[config.mk]
export PLATFORM = sky130hd
export DESIGN_NAME = keypad_entry
export DESIGN_NICKNAME = d
export VERILOG_FILES = /design/src/rtl/keypad_entry.sv
export SDC_FILE = /design/constraint.sdc
export NUM_CORES = 1
export LEC_CHECK = 0
export ABC_AREA = 1
export CAP_MARGIN = 0
export CORE_MARGIN = 4
export CORE_UTILIZATION = 45
export DETAILED_ROUTE_END_ITERATION = 7
export GPL_TIMING_DRIVEN = 0
export PLACE_DENSITY = 0.64
export RECOVER_POWER = 25
export SLEW_MARGIN = 40
export SYNTH_ARGS = -nofsm -noshare
export SYNTH_HDL_FRONTEND = slang
export SYNTH_SLANG_ARGS = --single-unit
[constraint.sdc]
create_clock -name clk -period 5.5 [get_ports clk]
set_clock_uncertainty 0.15 [all_clocks]
set_input_delay 1.1 -clock clk [delete_from_list [all_inputs] [get_ports clk]]
set_output_delay 1.1 -clock clk [all_outputs]
set_load 0.01 [all_outputs]
[src/rtl/keypad_entry.sv]
// 4x4 keypad scanner with per-frame debounce plus enter/clear buttons, feeding a
// hex entry register that is handed to a consumer through a valid/ready handshake.

module keypad_debounce #(
    parameter int DEBOUNCE = 3
) (
    input  logic       clk,
    input  logic       rst,
    input  logic       frame_end,
    input  logic       hit,
    input  logic [3:0] code,
    output logic       accept
);
    localparam logic [3:0] DB = 4'(DEBOUNCE);

    typedef enum logic [1:0] {IDLE, PRESS_CHK, HELD, REL_CHK} state_t;

    state_t     state, state_nxt;
    logic [3:0] count, count_nxt;
    logic [3:0] cand, cand_nxt;

    always_ff @(posedge clk or negedge rst) begin
        if (!rst) begin
            state <= IDLE;
            count <= '0;
            cand  <= '0;
        end else begin
            state <= state_nxt;
            count <= count_nxt;
            cand  <= cand_nxt;
        end
    end

    // Only frame ends advance the machine; with DEBOUNCE=1 the check states are skipped.
    always_comb begin
        state_nxt = state;
        count_nxt = count;
        cand_nxt  = cand;
        accept    = 1'b0;
        if (frame_end) begin
            case (state)
                IDLE: begin
                    if (hit) begin
                        cand_nxt = code;
                        if (DB == 4'd1) begin
                            state_nxt = HELD;
                            count_nxt = '0;
                            accept    = 1'b1;
                        end else begin
                            state_nxt = PRESS_CHK;
                            count_nxt = 4'd1;
                        end
                    end
                end
                PRESS_CHK: begin
                    if (hit && code == cand) begin
                        if (count + 4'd1 == DB) begin
                            state_nxt = HELD;
                            count_nxt = '0;
                            accept    = 1'b1;
                        end else begin
                            count_nxt = count + 4'd1;
                        end
                    end else begin
                        state_nxt = IDLE;
                        count_nxt = '0;
                    end
                end
                HELD: begin
                    if (!hit) begin
                        if (DB == 4'd1) begin
                            state_nxt = IDLE;
                            count_nxt = '0;
                        end else begin
                            state_nxt = REL_CHK;
                            count_nxt = 4'd1;
                        end
                    end
                end
                REL_CHK: begin
                    if (!hit) begin
                        if (count + 4'd1 == DB) begin
                            state_nxt = IDLE;
                            count_nxt = '0;
                        end else begin
                            count_nxt = count + 4'd1;
                        end
                    end else begin
                        state_nxt = HELD;
                        count_nxt = '0;
                    end
                end
                default: begin
                    state_nxt = IDLE;
                    count_nxt = '0;
                end
            endcase
        end
    end
endmodule

module keypad_entry #(
    parameter int SCAN_DIV = 4,
    parameter int DEBOUNCE = 3
) (
    input  logic        clk,
    input  logic        rst,
    input  logic [3:0]  row,
    input  logic        btn_enter,
    input  logic        btn_clear,
    output logic [3:0]  col,
    output logic [31:0] data,
    output logic        valid,
    input  logic        ready,
    output logic [3:0]  key_code,
    output logic        key_pulse
);
    localparam int            DW       = $clog2(SCAN_DIV);
    localparam logic [DW-1:0] DIV_LAST = DW'(SCAN_DIV - 1);

    logic [3:0]    row_meta, row_sync;
    logic [1:0]    btn_meta, btn_sync;
    logic [DW-1:0] div_cnt;
    logic [1:0]    col_idx;
    logic          sample, frame_end;
    logic [3:0]    row_low;
    logic [1:0]    col_hits, col_row;
    logic [1:0]    acc_hits;
    logic [3:0]    acc_key;
    logic [2:0]    tot_hits;
    logic          frame_one;
    logic [3:0]    frame_key;
    logic          key_acc, enter_acc, clear_acc;

    always_ff @(posedge clk or negedge rst) begin
        if (!rst) begin
            row_meta <= '0;
            row_sync <= '0;
            btn_meta <= '0;
            btn_sync <= '0;
        end else begin
            row_meta <= row;
            row_sync <= row_meta;
            btn_meta <= {btn_clear, btn_enter};
            btn_sync <= btn_meta;
        end
    end

    always_ff @(posedge clk or negedge rst) begin
        if (!rst) begin
            div_cnt <= '0;
            col_idx <= '0;
        end else if (div_cnt == DIV_LAST) begin
            div_cnt <= '0;
            col_idx <= col_idx + 2'd1;
        end else begin
            div_cnt <= div_cnt + 1'b1;
        end
    end

    assign col       = ~(4'b0001 << col_idx);
    assign sample    = (div_cnt == DIV_LAST);
    assign frame_end = sample && (col_idx == 2'd3);

    // Hit count saturates at 2: anything beyond a single key classifies the frame as "none".
    always_comb begin
        row_low  = ~row_sync;
        col_hits = 2'd2;
        col_row  = 2'd0;
        case (row_low)
            4'b0000: col_hits = 2'd0;
            4'b0001: begin col_hits = 2'd1; col_row = 2'd0; end
            4'b0010: begin col_hits = 2'd1; col_row = 2'd1; end
            4'b0100: begin col_hits = 2'd1; col_row = 2'd2; end
            4'b1000: begin col_hits = 2'd1; col_row = 2'd3; end
            default: col_hits = 2'd2;
        endcase
        tot_hits  = {1'b0, acc_hits} + {1'b0, col_hits};
        frame_one = (tot_hits == 3'd1);
        frame_key = (col_hits == 2'd1) ? {col_idx, col_row} : acc_key;
    end

    always_ff @(posedge clk or negedge rst) begin
        if (!rst) begin
            acc_hits <= '0;
            acc_key  <= '0;
        end else if (sample) begin
            if (col_idx == 2'd3) begin
                acc_hits <= '0;
                acc_key  <= '0;
            end else begin
                acc_hits <= (tot_hits >= 3'd2) ? 2'd2 : tot_hits[1:0];
                if (col_hits == 2'd1)
                    acc_key <= {col_idx, col_row};
            end
        end
    end

    keypad_debounce #(.DEBOUNCE(DEBOUNCE)) key_db (
        .clk(clk), .rst(rst), .frame_end(frame_end),
        .hit(frame_one), .code(frame_key), .accept(key_acc)
    );

    keypad_debounce #(.DEBOUNCE(DEBOUNCE)) enter_db (
        .clk(clk), .rst(rst), .frame_end(frame_end),
        .hit(btn_sync[0]), .code(4'd0), .accept(enter_acc)
    );

    keypad_debounce #(.DEBOUNCE(DEBOUNCE)) clear_db (
        .clk(clk), .rst(rst), .frame_end(frame_end),
        .hit(btn_sync[1]), .code(4'd0), .accept(clear_acc)
    );

    // While data is offered, only the consumer handshake may change it; otherwise clear > enter > digit.
    always_ff @(posedge clk or negedge rst) begin
        if (!rst) begin
            key_pulse <= 1'b0;
            key_code  <= '0;
            data      <= '0;
            valid     <= 1'b0;
        end else begin
            key_pulse <= key_acc;
            if (key_acc)
                key_code <= frame_key;
            if (valid) begin
                if (ready) begin
                    valid <= 1'b0;
                    data  <= '0;
                end
            end else if (clear_acc) begin
                data <= '0;
            end else if (enter_acc) begin
                valid <= 1'b1;
            end else if (key_acc) begin
                data <= {data[27:0], frame_key};
            end
        end
    end
endmodule
Word level (Yosys, flattened, before mapping)
Cells that the tools add are included.

cells by class
  $add $sub $neg = 6
  multipliers = 0
  divide/modulo/power cells = 0
  magnitude comparators = 1
  equality and inequality tests = 35
  shift operators = 1
  mux-type cells = 67
  bitwise operators = 2
  reductions and logical operators = 16

operators by type and width
  cell                                                   number
  two-way mux 32 bit                                     5
  two-way mux 4 bit                                      17
  one-hot mux 4 bit (4 select lines)                     3
  two-way mux 2 bit                                      21
  one-hot mux 2 bit (4 select lines)                     3
  equality test 2 bit, second input constant             8
  equality test 4 x 2 -> 1 bit, second input constant    4
  two-way mux 1 bit                                      16
  AND reduction 3 bit                                    5
  AND reduction 5 bit                                    3
  adder 4 x 1 -> 4 bit, second input constant            3
  inequality test 2 bit, second input constant           5
  inequality test 3 x 2 -> 1 bit, second input constant  3
  inequality test 3 bit, second input constant           3
  equality test 2 x 1 -> 1 bit, second input constant    4
  NOT 4 bit                                              2
  logical NOT 2 bit                                      3
  one-hot mux 2 bit (3 select lines)                     1
  adder 2 x 1 -> 2 bit, second input constant            2
  equality test 4 x 1 -> 1 bit, second input constant    1
  equality test 4 x 3 -> 1 bit, second input constant    1
  equality test 4 bit                                    1
  equality test 4 bit, second input constant             1
  logical NOT 4 bit                                      1
  10 further kinds                                       12

word-level totals
  register bits = 82
  bits in latches = 0
  memory bits (writable) = 0
  bits in read-only memories = 0
  bits of input ports = 9
  output and inout port bits = 42
  word-level logic and storage cells = 147
  memories kept = 0

Logic depth before layout (Yosys ltp)
Gate-level depths: netlist of the first run.

  depth after elaboration = 15
  depth in mapped cells = 19

By module
Synthesis of the first run repeated with hierarchy kept, for this count alone.

unflattened totals
  cells, all modules = 511
  area, all modules = 4342.9 um^2

by module, submodules not included
  module           times used  cells an instance  area each (um^2)
  keypad_entry     1           250                2417.3
  keypad_debounce  3           87                 641.9

Least setup slack after synthesis of the first run
OpenSTA, ideal clock, no wires.

  kind = register to register
  start point = register row_sync[2]
  end point = register data[10]
  arrival = 2.523 ns
  slack = 2.710 ns
  cell stages (with the launch flop) = 20
  path buffers = 1
  clock period less this slack = 2.790 ns
  path through = dfrtp_1 nand2_2 inv_2 nand3_4 nand2_4 ha_1 inv_1 fa_1 nand2_1 inv_1 nand2_1 nor3_1 nand3_2 nor2_4 nand3_4 nand2_4 nand2_4 buf_6 nand2_1 nand2_1

between the ends
  longest elaborated chain between the ends = 13

RTL lines
  element                                      line  text
  from (decl)                                  121   logic [3:0] row_meta, row_sync;
  from (signal assigned)                       143   row_sync <= row_meta;
  NOT 4 bit *                                  167   row_low = ~row_sync;
  equality test 4 bit (tied with other cells)  170   case (row_low)
  OR reduction 4 bit (no line)                 --
  one-hot mux 2 bit (2 select lines)           170
  equality test 2 x 1 -> 1 bit                 180   frame_key = (col_hits == 2'd1) ? {col_idx, col_row} : acc_key;
  two-way mux 4 bit                            --
  equality test 4 bit                          56    if (hit && code == cand) begin
  logical AND 1 bit *                          56
  two-way mux 1 bit *                          56
  two-way mux 1 bit *                          41    case (state)
  two-way mux 1 bit *                          40    if (frame_end) begin
  nonzero test 3 bit (no line) *               --
  AND reduction 3 bit (no line) *              --
  to (signal assigned)                         235   data <= {data[27:0], frame_key};
  to (decl)                                    112   output logic [31:0] data,

Mark *: on every way between the ends. The rest lies on a longest branch, timed or not.
A chain may end at the register's enable or synchronous reset.

Final worst setup path of the first run
  start point = register row_sync[0]
  end point = register data[3]

between the ends
  longest elaborated chain between the ends = 13

RTL lines
  element                                      line
  NOT 4 bit *                                  167
  equality test 4 bit (tied with other cells)  170
  OR reduction 4 bit (no line)                 --
  one-hot mux 2 bit (2 select lines)           170
  equality test 2 x 1 -> 1 bit                 180
  two-way mux 4 bit                            --
  equality test 4 bit                          56
  logical AND 1 bit                            56
  two-way mux 1 bit                            56
  two-way mux 1 bit                            41
  two-way mux 1 bit                            40
  nonzero test 3 bit (no line)                 --
  AND reduction 3 bit (no line)                --

Mark *: on every way between the ends. The rest lies on a longest branch, timed or not. The select of a mux whose other input is x is not followed.

==> flow_metrics.env, run 1 <==
export IMPL_status="finished, violations left"
export IMPL_violations="capacitance limit, slew limit"
export IMPL_firstDrtPassIters=4
export IMPL_num_antenna_cells=0
export IMPL_antenna_found_initial=0
export IMPL_worstMarginPinSlew_ns=2.088
export IMPL_drc=0
export IMPL_synth_cell_types=29
export IMPL_ioPinCount=51
export IMPL_syn_area_per_cell_sq_um=8.789
export IMPL_seqPwrFrac_pct=54.7
export IMPL_ir_drop_mv=0.1309
export IMPL_die_x_um=102.2
export IMPL_reg2reg_slack_ns=2.31
export IMPL_slowest_stage="fa_1"
export IMPL_worstPathRequired_ns=5.58
export IMPL_h_tree_depth=3
export IMPL_internal_power_uw=884.4
export IMPL_hold_viol_final=0
export IMPL_ys_warn_count=0
export IMPL_grt_pass1_vias=2821
export IMPL_cts_setup_buffers=0
export IMPL_syn_area_sq_mm=0.003990
export IMPL_p_per_area_mw_per_mm2=248.5
export IMPL_drt_iter0_drc=147
export IMPL_cp_start_kind="register"
export IMPL_pwr_share_comb_pct=10.1
export IMPL_cts_max_path_buffers=2
export IMPL_die_h_um=102.2
export IMPL_fin_cells=629
export IMPL_switching_share_pct=26.33
export IMPL_max_stage_delay_ns=0.48
export IMPL_die_area_sq_mm=0.01044
export IMPL_setup_viol=0
export IMPL_critPathLaunch="row_sync[0]$_DFF_PN0_"
export IMPL_coreArea_sq_mm=0.008678
export IMPL_fin_crit_ns=3.193
export IMPL_drive_above_1_share_pct=8.829
export IMPL_antenna_left=0
export IMPL_timing_final_crit_share_pct=58.05
export IMPL_gr_total_overflow=0
export IMPL_vias_per_cell=4.871
export IMPL_clkLatencyLatePin_ns=0.35
export IMPL_critPathKind="reg -> reg"
export IMPL_crit_chain="nand2_2, nand3_4, nand2_4, ha_1, inv_1, fa_1, nand2_1, inv_1, nand2_1, nor3_1, nand3_2, nor2_4, nand3_4, nand2_4, nand2_4, buf_6, nand2_1, nand2_1"
export IMPL_clkPwrFrac_pct=35.3
export IMPL_rsz0062_at_grt="false"
export IMPL_drv_slew=37
export IMPL_fill_cells=801
export IMPL_cts_hold_buf=0
export IMPL_ctsResizeCount=0
export IMPL_slew_headroom_pct=-39.22
export IMPL_regToRegEndpoint="data[3]$_DFFE_PN0P_"
export IMPL_cts_sinks=82
export IMPL_reg2reg_depth=18
export IMPL_synth_nets=476
export IMPL_crit_fanout=10
export IMPL_hpwl_mm=5.701
export IMPL_p_switching_uw=316.1
export IMPL_critPathMostFrequentCell="nand2_1"
export IMPL_ys_ff_latch=82
export IMPL_cts_tree="yes"
export IMPL_max_freq_mhz=313.2
export IMPL_cp_end_kind="register"
export IMPL_hp_start="btn_meta[0]$_DFF_PN0_"
export IMPL_grt_start_max_net_pins=47
export IMPL_synth_seq_area_share_pct=51.43
export IMPL_wire_per_inst_um=12.45
export IMPL_wirelength_mm=7.832
export IMPL_row_count=34
export IMPL_grt_usage_pct=16.09
export IMPL_fin_nets=538
export IMPL_worstReg2RegStart="row_sync[0]$_DFF_PN0_"
export IMPL_via_count=3064
export IMPL_p_leak_nw=2.400
export IMPL_worstHoldPathType="reg -> reg"
export IMPL_crit_arrival_ns=3.28
export IMPL_clockRootBuffer="clkbuf_8"
export IMPL_path_clk_slew_ns=0.08
export IMPL_crit_end="data[3]$_DFFE_PN0P_"
export IMPL_dp_cells=613
export IMPL_area_delta_synth_final_pct=21.10
export IMPL_grt_pass1_wl_mm=13.22
export IMPL_syn_inst=454
export IMPL_cts_made_buffers=9
export IMPL_max_cap_violations=1
export IMPL_portBuffers=50
export IMPL_gp_congestion=0.7571
export IMPL_tns_ns=0
export IMPL_start_util_pct=45.98
## worst max-delay path: cells and delay by family (launching register included)
family        cells  cell delay (ns)
fa+ha+maj         2             0.63
buf+inv           3             0.28
flops             1             0.40
simple gates     13             1.63
## worst min-delay path by stage
stage                                        to  slack, ns  cells after the start
after floorplan           btn_sync[0]$_DFF_PN0_       0.18                      0
after global placement    row_sync[0]$_DFF_PN0_       0.18                      0
after detailed placement  row_sync[2]$_DFF_PN0_       0.18                      0
after CTS                 btn_sync[0]$_DFF_PN0_       0.20                      0
after global routing      btn_sync[1]$_DFF_PN0_       0.21                      0
final                     btn_sync[0]$_DFF_PN0_       0.20                      0
## layout make-up
| type | count | area, sq um | area share, % |
|---|---|---|---|
| Clock buffer | 10 | 127.6 | 2.641 |
| Timing Repair Buffer | 51 | 521.8 | 10.80 |
| Tap cell | 108 | 135.1 | 2.796 |
| Inverter | 48 | 180.2 | 3.729 |
| Multi-Input combinational cell | 311 | 1667 | 34.49 |
| Clock inverter | 6 | 57.56 | 1.191 |
| Sequential cell | 82 | 2052 | 42.47 |
| Buffer | 13 | 91.34 | 1.890 |
## metrics by stage
step,cell area (sq um),utilization (%),total power [mW],setup slack (ns),hold WS [ns]
finish,4832,55.68,1.201,2.307,0.1996
global route,4832,55.68,1.266,2.015,0.2067
CTS,4840,55.77,1.215,2.269,0.2017
floorplan,3990,-,0.7463,2.710,0.1812
global placement,4626,53.30,0.7845,0.1791,0.1836
detailed placement,4654,53.63,0.7920,2.290,0.1847
## cell usage after synthesis (all sizes together)
library cell	instances	area [sq um]
xor2	7	61.31
nor2	22	105.1
o31ai	2	15.01
a21oi	1	5.000
o22ai	6	37.54
o211ai	1	7.510
nand3	35	222.7
o21ai	22	110.1
a31oi	1	6.260
o21a	2	15.01
buf	10	80.07
nand2	164	653.1
nand3b	29	217.7
nor3	2	10.01
inv	48	180.2
fa	1	20.02
clkbuf	3	11.26
nand4	2	12.51
ha	12	150.1
dfrtp	82	2052
xnor2	2	17.52
## power groups by stage
stage | clock, mW | combinational (mW) | sequential [mW]
2_1_floorplan | 0 | 0.0834 | 0.663
3_3_place_gp | 0 | 0.118 | 0.666
3_5_place_dp | 0 | 0.125 | 0.667
4_1_cts | 0.435 | 0.125 | 0.656
5_1_grt | 0.464 | 0.141 | 0.661
6_report | 0.423 | 0.121 | 0.656
## state kept, by name, summed over array words and instances (netlist names), 4 cells and up, named ones only
signal,count
key_db.count,4
key_db.cand,4
row_meta,4
acc_key,4
enter_db.count,4
row_sync,4
clear_db.count,4
key_code,4
data,32
## per-layer routing
| metal | vias up | wire [um] | GRT usage [%] |
|---|---|---|---|
| li1 | 1566 | - | - |
| met1 | 1448 | 3821 | 21.78 |
| met2 | 40 | 3616 | 25.49 |
| met3 | 10 | 297 | 4.505 |
| met4 | 0 | 96 | 4.541 |
| met5 | - | 0 | 0 |
## layout by cell type (no fill, tap or decap), types with 5 or more instances in the layout
cell             Yosys  layout
clkbuf_1             3       5
clkbuf_8             0       9
clkdlybuf4s50_1      0      48
dfrtp_1             82      82
ha_1                12      12
inv_1               45      45
nand2_1            155     155
nand2_2              6       6
nand3_1             30      30
nand3b_1            29      29
nor2_1              19      19
o21ai_0             22      22
o22ai_1              6       6
xor2_1               7       7
## kinds of logic (layout without fill, tap and decap cells)
family / after synthesis / count (layout) / synth area share (%)
flip-flops: 82 / 82 / 51.43
AO/OA/AOI/OAI: 35 / 35 / 4.923
adder cells (fa/ha/maj): 13 / 13 / 4.265
AND/OR/NAND/NOR: 254 / 254 / 30.61
buffers and inverters: 61 / 128 / 6.804
XOR/XNOR: 9 / 9 / 1.976
Note: power is estimated with default switching activity, not from simulation.
==> run 2: changes to the inputs <==
clock period = 3.2 ns   (was 5.5 ns; I/O delays follow)
==> flow_metrics.env, run 2 (synthesized netlist as in run 1, its figures left out) <==
export IMPL_whs_path_depth=0
export IMPL_p_leak_nw=2.454
export IMPL_crit_fanout=10
export IMPL_clockRootBuffer="clkbuf_8"
export IMPL_slew_headroom_pct=-38.55
export IMPL_critPathKind="reg -> reg"
export IMPL_grt_pass1_vias=2831
export IMPL_crit_arrival_ns=3.05
export IMPL_worstHoldPathType="reg -> reg"
export IMPL_coreArea_sq_mm=0.008678
export IMPL_vias_per_cell=4.876
export IMPL_antenna_left=0
export IMPL_worstReg2RegStart="row_sync[1]$_DFF_PN0_"
export IMPL_dp_slack_ns=-0.01042
export IMPL_antenna_found_initial=0
export IMPL_total_power_mw=2.068
export IMPL_cpLargestDelayFamily="simple AND/OR/NAND/NOR gates"
export IMPL_regMostFlops="data"
export IMPL_critPathMostFrequentCell="nand2_4"
export IMPL_grt_usage_pct=16.12
export IMPL_violations="capacitance limit, slew limit"
export IMPL_post_dp_cell_area_sq_mm=0.004654
export IMPL_worst_slack_ns=0.2353
export IMPL_final_util_pct=56.69
export IMPL_fin_area_sq_mm=0.004920
export IMPL_max_cap_violations=1
export IMPL_hpwl_mm=5.701
export IMPL_critPathLaunch="row_sync[1]$_DFF_PN0_"
export IMPL_wire_per_inst_um=12.44
export IMPL_portBuffers=50
export IMPL_die_h_um=102.2
export IMPL_die_x_um=102.2
export IMPL_drt_iter0_drc=145
export IMPL_worstMarginPinSlew_ns=2.078
export IMPL_drc=0
export IMPL_gp_congestion=0.7571
export IMPL_wirelength_mm=7.951
export IMPL_via_count=3116
export IMPL_crit_chain="nand2_2, inv_2, nand3_4, nand2_4, ha_1, inv_1, fa_1, nand2_1, inv_1, nand2_4, nor3_2, nand3_2, nor2_4, nand3_4, nand2_4, nand2_4, buf_6, nand2_1, nand2_1"
export IMPL_fin_cells=639
export IMPL_cts_max_path_buffers=2
export IMPL_cts_sinks=82
export IMPL_worstPathRequired_ns=3.29
export IMPL_hold_ws_ns=0.1977
export IMPL_area_delta_synth_final_pct=23.30
export IMPL_hold_viol_final=0
export IMPL_drive_above_1_share_pct=10.92
export IMPL_max_stage_delay_ns=0.48
export IMPL_cp_num_cells=19
export IMPL_final_common_cell="nand2_1"
export IMPL_max_freq_mhz=337.3
export IMPL_fill_cells=788
export IMPL_cp_start_kind="register"
export IMPL_largest_reg_flops=32
export IMPL_cts_tree="yes"
export IMPL_timing_final_crit_share_pct=92.65
export IMPL_gr_total_overflow=0
export IMPL_grt_start_max_net_pins=47
export IMPL_start_util_pct=45.98
export IMPL_tns_ns=0
export IMPL_cts_made_buffers=9
export IMPL_grt_pass1_wl_mm=13.25
export IMPL_fin_nets=548
export IMPL_final_cell_mix="154 x nand2_1, 82 x dfrtp_1, 47 x clkdlybuf4s50_1, 45 x inv_1, 30 x nand3_1"
export IMPL_row_count=34
export IMPL_die_area_sq_mm=0.01044
export IMPL_clkLatencyLatePin_ns=0.35
export IMPL_h_tree_depth=3
export IMPL_status="finished, violations left"
export IMPL_hp_start="btn_meta[0]$_DFF_PN0_"
export IMPL_fin_crit_ns=2.965
export IMPL_reg2reg_depth=19
export IMPL_path_clk_slew_ns=0.08
export IMPL_slowest_stage="fa_1"
export IMPL_num_antenna_cells=0
export IMPL_path_buf_inv=4
export IMPL_cp_end_kind="register"
export IMPL_ioPinCount=51
export IMPL_firstDrtPassIters=4
export IMPL_p_per_area_mw_per_mm2=420.4
export IMPL_setup_viol=0
export IMPL_ir_drop_mv=0.2244
export IMPL_dp_cells=613
export IMPL_drv_slew=37
## run 2: cell count changes in the layout (fill, tap and decap cells not counted), sizes merged
cell | previous run | this run
buf | 11 | 21
clkdlybuf4s50 | 48 | 47
dlygate4sd3 | 1 | 2
## run 2: what timing repair did
action,in CTS,in global routing
hold buffers,0,0
endpoints found under the hold margin,0,0
pin swaps,0,4
endpoints found under the setup margin,30,35
buffers inserted,0,10
gates resized for setup,1,2
## run 2: layout make-up
class                           instances  area, sq um  area share, %
Timing Repair Buffer                   61        596.8          12.13
Inverter                               48        180.2          3.662
Sequential cell                        82         2052          41.71
Multi-Input combinational cell        311         1679          34.13
Clock buffer                           10        127.6          2.594
Tap cell                              108        135.1          2.747
Clock inverter                          6        57.56          1.170
Buffer                                 13        91.34          1.857
## run 2: path summary, 6_finish.rpt
kind,endpoint,slack [ns]
max,data[3]$_DFFE_PN0P_,0.24
min in group asynchronous,enter_db.count[1]$_DFFE_PN0P_,0.73
max reg2reg,data[3]$_DFFE_PN0P_,0.24
min,btn_sync[0]$_DFF_PN0_,0.20
max in group asynchronous,key_db.count[2]$_DFFE_PN0P_,0.97
min reg2reg,btn_sync[0]$_DFF_PN0_,0.20
## run 2: report_power, final
group	internal, mW	switching (mW)	leakage, nW	total [mW]
combinational	0.0857	0.130	1.26	0.216
clock	0.356	0.369	0.0958	0.725
sequential	1.08	0.0444	1.09	1.13
## run 2: routing by layer
layer	track usage [%]	vias to the layer above	routed length (um)
met3	4.505	10	319
met2	25.59	47	3730
met4	4.541	0	96
li1	-	1585	-
met1	21.78	1474	3806
met5	0	-	0
